File: config.mk
export PLATFORM = sky130hd
export DESIGN_NAME = id_operand_stage
export DESIGN_NICKNAME = d
export VERILOG_FILES = /design/src/rtl/id_operand_stage.sv
export SDC_FILE = /design/constraint.sdc
export NUM_CORES = 1
export LEC_CHECK = 0
export CELL_PAD_IN_SITES_DETAIL_PLACEMENT = 1
export CELL_PAD_IN_SITES_GLOBAL_PLACEMENT = 2
export CORE_MARGIN = 5
export CORE_UTILIZATION = 35
export DETAILED_ROUTE_END_ITERATION = 12
export DONT_BUFFER_PORTS = 1
export GPL_ROUTABILITY_DRIVEN = 1
export PLACE_DENSITY_LB_ADDON = 0.1
export SETUP_SLACK_MARGIN = 0.5
export SLEW_MARGIN = 20
export SYNTH_ARGS = -nofsm -noshare
export SYNTH_HDL_FRONTEND = slang
export SYNTH_SLANG_ARGS = --single-unit
File: constraint.sdc
create_clock -name clock -period 5.1 [get_ports clock]
set_clock_uncertainty 0.15 [all_clocks]
set_input_delay 1.02 -clock clock [delete_from_list [all_inputs] [get_ports clock]]
set_output_delay 1.02 -clock clock [all_outputs]
set_load 0.01 [all_outputs]
File: src/rtl/id_operand_stage.sv
// Decode / operand-fetch stage in front of a registered-read register file.
// Optional writeback bypass is enabled by defining ID_WB_BYPASS_EN.
module id_operand_stage #(
    parameter int DATA_W = 32,
    parameter int REG_AW = 5
) (
    input  logic              clock,
    input  logic              reset,
    input  logic              instr_valid,
    input  logic [31:0]       instr,
    output logic              instr_ready,
    output logic [REG_AW-1:0] read_reg_num1,
    output logic [REG_AW-1:0] read_reg_num2,
    input  logic [DATA_W-1:0] read_data1,
    input  logic [DATA_W-1:0] read_data2,
    input  logic [REG_AW-1:0] write_reg,
    input  logic [DATA_W-1:0] write_data,
    input  logic              regwrite,
    output logic              dec_valid,
    input  logic              dec_ready,
    output logic [DATA_W-1:0] rs1_val,
    output logic [DATA_W-1:0] rs2_val,
    output logic [DATA_W-1:0] imm,
    output logic [REG_AW-1:0] rd,
    output logic [6:0]        opcode,
    output logic [2:0]        funct3,
    output logic [6:0]        funct7,
    output logic              illegal,
    output logic [1:0]        dbg_state
);

    // Handshakes: a transfer happens on a rising clock edge where valid and
    // ready are both high; valid never waits on ready, and bundle outputs
    // hold steady while dec_valid is high and dec_ready is low.
    typedef enum logic [1:0] {S_IDLE, S_READ, S_CAPT, S_OUT} state_t;

    state_t            state, state_n;
    logic [31:0]       ir;
    logic              accept;
    logic [REG_AW-1:0] rs1_idx, rs2_idx;
    logic [31:0]       imm32;
    logic              dec_illegal;
    logic [DATA_W-1:0] op1, op2;

    assign rs1_idx       = ir[15 +: REG_AW];
    assign rs2_idx       = ir[20 +: REG_AW];
    assign read_reg_num1 = rs1_idx;
    assign read_reg_num2 = rs2_idx;
    assign dbg_state     = state;
    assign dec_valid     = (state == S_OUT);
    assign instr_ready   = (state == S_IDLE) || ((state == S_OUT) && dec_ready);
    assign accept        = instr_valid && instr_ready;

    always_comb begin
        state_n = state;
        case (state)
            S_IDLE: if (instr_valid) state_n = S_READ;
            S_READ: state_n = S_CAPT;
            S_CAPT: state_n = S_OUT;
            S_OUT:  if (dec_ready) state_n = instr_valid ? S_READ : S_IDLE;
            default: state_n = S_IDLE;
        endcase
    end

    // Immediate formats; every one sign-extends from instruction bit 31.
    always_comb begin
        imm32       = '0;
        dec_illegal = 1'b0;
        case (ir[6:0])
            7'b0000011, 7'b0010011, 7'b1100111, 7'b1110011:
                imm32 = {{20{ir[31]}}, ir[31:20]};
            7'b0100011:
                imm32 = {{20{ir[31]}}, ir[31:25], ir[11:7]};
            7'b1100011:
                imm32 = {{19{ir[31]}}, ir[31], ir[7], ir[30:25], ir[11:8], 1'b0};
            7'b0110111, 7'b0010111:
                imm32 = {ir[31:12], 12'b0};
            7'b1101111:
                imm32 = {{11{ir[31]}}, ir[31], ir[19:12], ir[20], ir[30:21], 1'b0};
            7'b0110011:
                imm32 = '0;
            default:
                dec_illegal = 1'b1;
        endcase
    end

`ifdef ID_WB_BYPASS_EN
    logic              byp1_v, byp2_v;
    logic [DATA_W-1:0] byp1_d, byp2_d;
    logic              wb_hit1, wb_hit2;

    assign wb_hit1 = regwrite && (write_reg != '0) && (write_reg == rs1_idx);
    assign wb_hit2 = regwrite && (write_reg != '0) && (write_reg == rs2_idx);

    // A write seen at the READ edge misses the registered read data, so keep it.
    always_ff @(posedge clock or posedge reset) begin
        if (reset) begin
            byp1_v <= 1'b0;
            byp2_v <= 1'b0;
            byp1_d <= '0;
            byp2_d <= '0;
        end else if (state == S_READ) begin
            byp1_v <= wb_hit1;
            byp2_v <= wb_hit2;
            if (wb_hit1) byp1_d <= write_data;
            if (wb_hit2) byp2_d <= write_data;
        end
    end

    assign op1 = wb_hit1 ? write_data : (byp1_v ? byp1_d : read_data1);
    assign op2 = wb_hit2 ? write_data : (byp2_v ? byp2_d : read_data2);
`else
    logic unused_wb;
    assign unused_wb = ^{write_reg, write_data, regwrite};
    assign op1 = read_data1;
    assign op2 = read_data2;
`endif

    always_ff @(posedge clock or posedge reset) begin
        if (reset) begin
            state   <= S_IDLE;
            ir      <= '0;
            rs1_val <= '0;
            rs2_val <= '0;
            imm     <= '0;
            rd      <= '0;
            opcode  <= '0;
            funct3  <= '0;
            funct7  <= '0;
            illegal <= 1'b0;
        end else begin
            state <= state_n;
            if (accept) ir <= instr;
            if (state == S_CAPT) begin
                rs1_val <= (rs1_idx == '0) ? '0 : op1;
                rs2_val <= (rs2_idx == '0) ? '0 : op2;
                imm     <= DATA_W'($signed(imm32));
                rd      <= ir[7 +: REG_AW];
                opcode  <= ir[6:0];
                funct3  <= ir[14:12];
                funct7  <= ir[31:25];
                illegal <= dec_illegal;
            end
        end
    end

endmodule

==> impl_metrics.env <==
export IMPL_cts_buffers=17
export IMPL_pre_cts_slack_ns=2.44
export IMPL_synth_cells=457
export IMPL_drtIter0Drc=119
export IMPL_timing_setup_tns_ns=0
export IMPL_hold_path_class="in2async"
export IMPL_hold_viol_final=0
export IMPL_drive_gt1_frac=0.250
export IMPL_cts_root_buf="clkbuf_16"
export IMPL_placedCellCount=649
export IMPL_synth_simple_area_share=0.0570
export IMPL_via_per_inst=5.47
export IMPL_clock_sinks=153
export IMPL_critPathMaxStageDelay_ns=0.48
export IMPL_syn_num_nets=599
export IMPL_cp_top_family="flip-flops"
export IMPL_grtUsageTotal=0.158
export IMPL_ys_seq_area_frac=0.623
export IMPL_grt_max_degree=74
export IMPL_finalSetupViolCount=0
export IMPL_ant_nets=0
export IMPL_worst_slew_pin_slew_ns=0.958
export IMPL_num_rows=48
export IMPL_ys_types=48
export IMPL_crit_buf_inv=0
export IMPL_die_y_um=143
export IMPL_finalNonFillerCells=681
export IMPL_cpMaxStageDelayCell="dfrtp_1"
export IMPL_crit_top_cell="nand2_1"
export IMPL_hpwl_um=11500
export IMPL_clk_latency_ns=0.42
export IMPL_grt_first_pass_wirelength_um=24600
export IMPL_area_delta_synth_final_pct=12.1
export IMPL_cts_resized_gates=0
export IMPL_grt_ovfl_total=0
export IMPL_nets=585
export IMPL_dpl_cell_area_um2=6270
export IMPL_ys_flop_type="dfrtp_1"
export IMPL_async_flop_share=1.00
export IMPL_postCtsSetupBuffers=0
export IMPL_synth_edf_count=0
export IMPL_wl_per_cell_um=23.9
export IMPL_maxSlewViolCount=0
export IMPL_grt_antenna_before_repair=1
export IMPL_dieWidth_um=143
export IMPL_critPathKind="reg2out"
export IMPL_cellPowerDensity_nw_per_um2=763
export IMPL_numPortBuffers=0
export IMPL_yosys_area_top_type="dfrtp_1"
export IMPL_postLayoutSetupSlackWorst_ns=2.49
export IMPL_synth_compound_area_frac=0.165
export IMPL_muxShareOfSynthArea=0.104
export IMPL_routed_wl_um=16300
export IMPL_synth_area_top_cells="dfrtp_1, mux2_2, a22o_1, nand2_1, a22oi_2"
export IMPL_synth_top_area_frac=0.623
export IMPL_dieArea_um2=20300
export IMPL_grt_pass1_vias=3972
export IMPL_most_common_layout_cells="dfrtp_1, a22o_1, mux2_2, nand2_1, clkbuf_16"
export IMPL_timing_final_crit_period_ns=2.61
export IMPL_place_congestion=0.747
export IMPL_final_common_cell="dfrtp_1"
export IMPL_fin_crit_sh=0.512
export IMPL_netlist_area_um2=6140
export IMPL_cts_tree="yes"
export IMPL_worstSetupStartpointType="register"
export IMPL_num_vias=3728
export IMPL_cts_hold_buf=0
export IMPL_crit_fanout=6
export IMPL_clock_fmax_ghz=0.383
export IMPL_synth_adder_area_share=0.00814
export IMPL_synth_xor_area_share=0
export IMPL_num_io_pins=271
export IMPL_setup_worst_path_end_class="primary output"
export IMPL_design_area_um2=6890
export IMPL_leakagePower_uw=0.00302
export IMPL_peakVddDrop_mv=0.264
export IMPL_synth_seq_cells=153
export IMPL_synth_top_family_by_area="compound AO/OA/AOI/OAI gates"
export IMPL_drc_errors=0
export IMPL_coreArea_um2=17200
export IMPL_status="finished clean"
export IMPL_drv_cap=0
export IMPL_clk_pin_slew_worst_paths_ns=0.07
export IMPL_synth_warnings=0
export IMPL_syn_avg_cell_area_um2=13.4
export IMPL_cts_max_path_buffers=2
export IMPL_rsz0062_at_grt="no"
export IMPL_start_util=0.356
export IMPL_slew_limit_headroom=0.361
export IMPL_antennaDiodeCount=0
export IMPL_htreeDepth=4
export IMPL_arrival_ns=1.44
export IMPL_dr_pass1_iters=4
export IMPL_cp_cell_sequence="ha_1, nand2_1, nand2_1"
export IMPL_crit_required_ns=3.93
-- sequential cells by signal, indices dropped and copies added (netlist names) --
signal,flops
ir,32
funct3,3
funct7,7
opcode,7
illegal,1
dbg_state,2
rs1_val,32
rd,5
imm,32
rs2_val,32
-- path summary, 6_finish.rpt --
check	from	end	slack, ns	cells past startpoint
hold / removal	reset	rs2_val[24]$_DFFE_PP0N_	0.24	1
setup reg to reg	dbg_state[0]$_DFFE_PP0P_	imm[30]$_DFFE_PP0N_	2.66	8
max in group asynchronous	reset	ir[19]$_DFFE_PP0P_	3.36	2
setup / recovery	dbg_state[1]$_DFFE_PP0P_	instr_ready	2.49	3
hold reg to reg	ir[13]$_DFFE_PP0P_	ir[13]$_DFFE_PP0P_	0.38	1
min in group clock	ir[13]$_DFFE_PP0P_	ir[13]$_DFFE_PP0P_	0.38	1
-- logic make-up after synthesis --
logic type | after synthesis
flip-flops | 153
AND/OR/NAND/NOR | 73
AO/OA/AOI/OAI | 120
multiplexers | 57
adder cells (fa/ha/maj) | 4
buffers and inverters | 50
-- stage by stage --
step                total power [µW]  hold WS (ns)   util
floorplan                       3610         0.338      -
global placement                3950         0.354  0.364
detailed placement              4030         0.372  0.364
CTS                             5360         0.225  0.400
global route                    5590         0.233  0.400
finish                          5250         0.238  0.400
-- synth_stat cells, types with 4 or more instances --
| cell | number |
|---|---|
| inv_1 | 9 |
| nand2_1 | 35 |
| mux2_2 | 55 |
| a21oi_1 | 13 |
| ha_1 | 4 |
| nor2_1 | 14 |
| dfrtp_1 | 153 |
| buf_1 | 4 |
| a221o_1 | 4 |
| a22o_1 | 70 |
| a22oi_2 | 9 |
| and2_1 | 4 |
| clkbuf_1 | 13 |
| buf_4 | 10 |
| buf_2 | 10 |
-- final cells by class --
class / instances / area, µm²
Multi-Input combinational cell: 254 / 2070
Inverter: 10 / 41.3
Tap cell: 225 / 282
Clock inverter: 15 / 191
Fill cell: 1805 / 10300
Clock buffer: 17 / 425
Timing Repair Buffer: 7 / 52.6
Sequential cell: 153 / 3830
-- where the power goes --
group          switching (µW)  internal, µW  total [µW]
Clock                     524           780        1300
Combinational             660           711        1370
Sequential                797          1780        2580
-- routing by layer --
| metal | GRT usage | wire, µm | up-vias |
|---|---|---|---|
| met2 | 0.265 | 8430 | 144 |
| met5 | 0 | 7 | - |
| met4 | 0.0530 | 254 | 2 |
| met3 | 0.0544 | 1420 | 21 |
| met1 | 0.190 | 6200 | 1928 |
| li1 | - | - | 1633 |
Power figures use the tool's default switching activity.
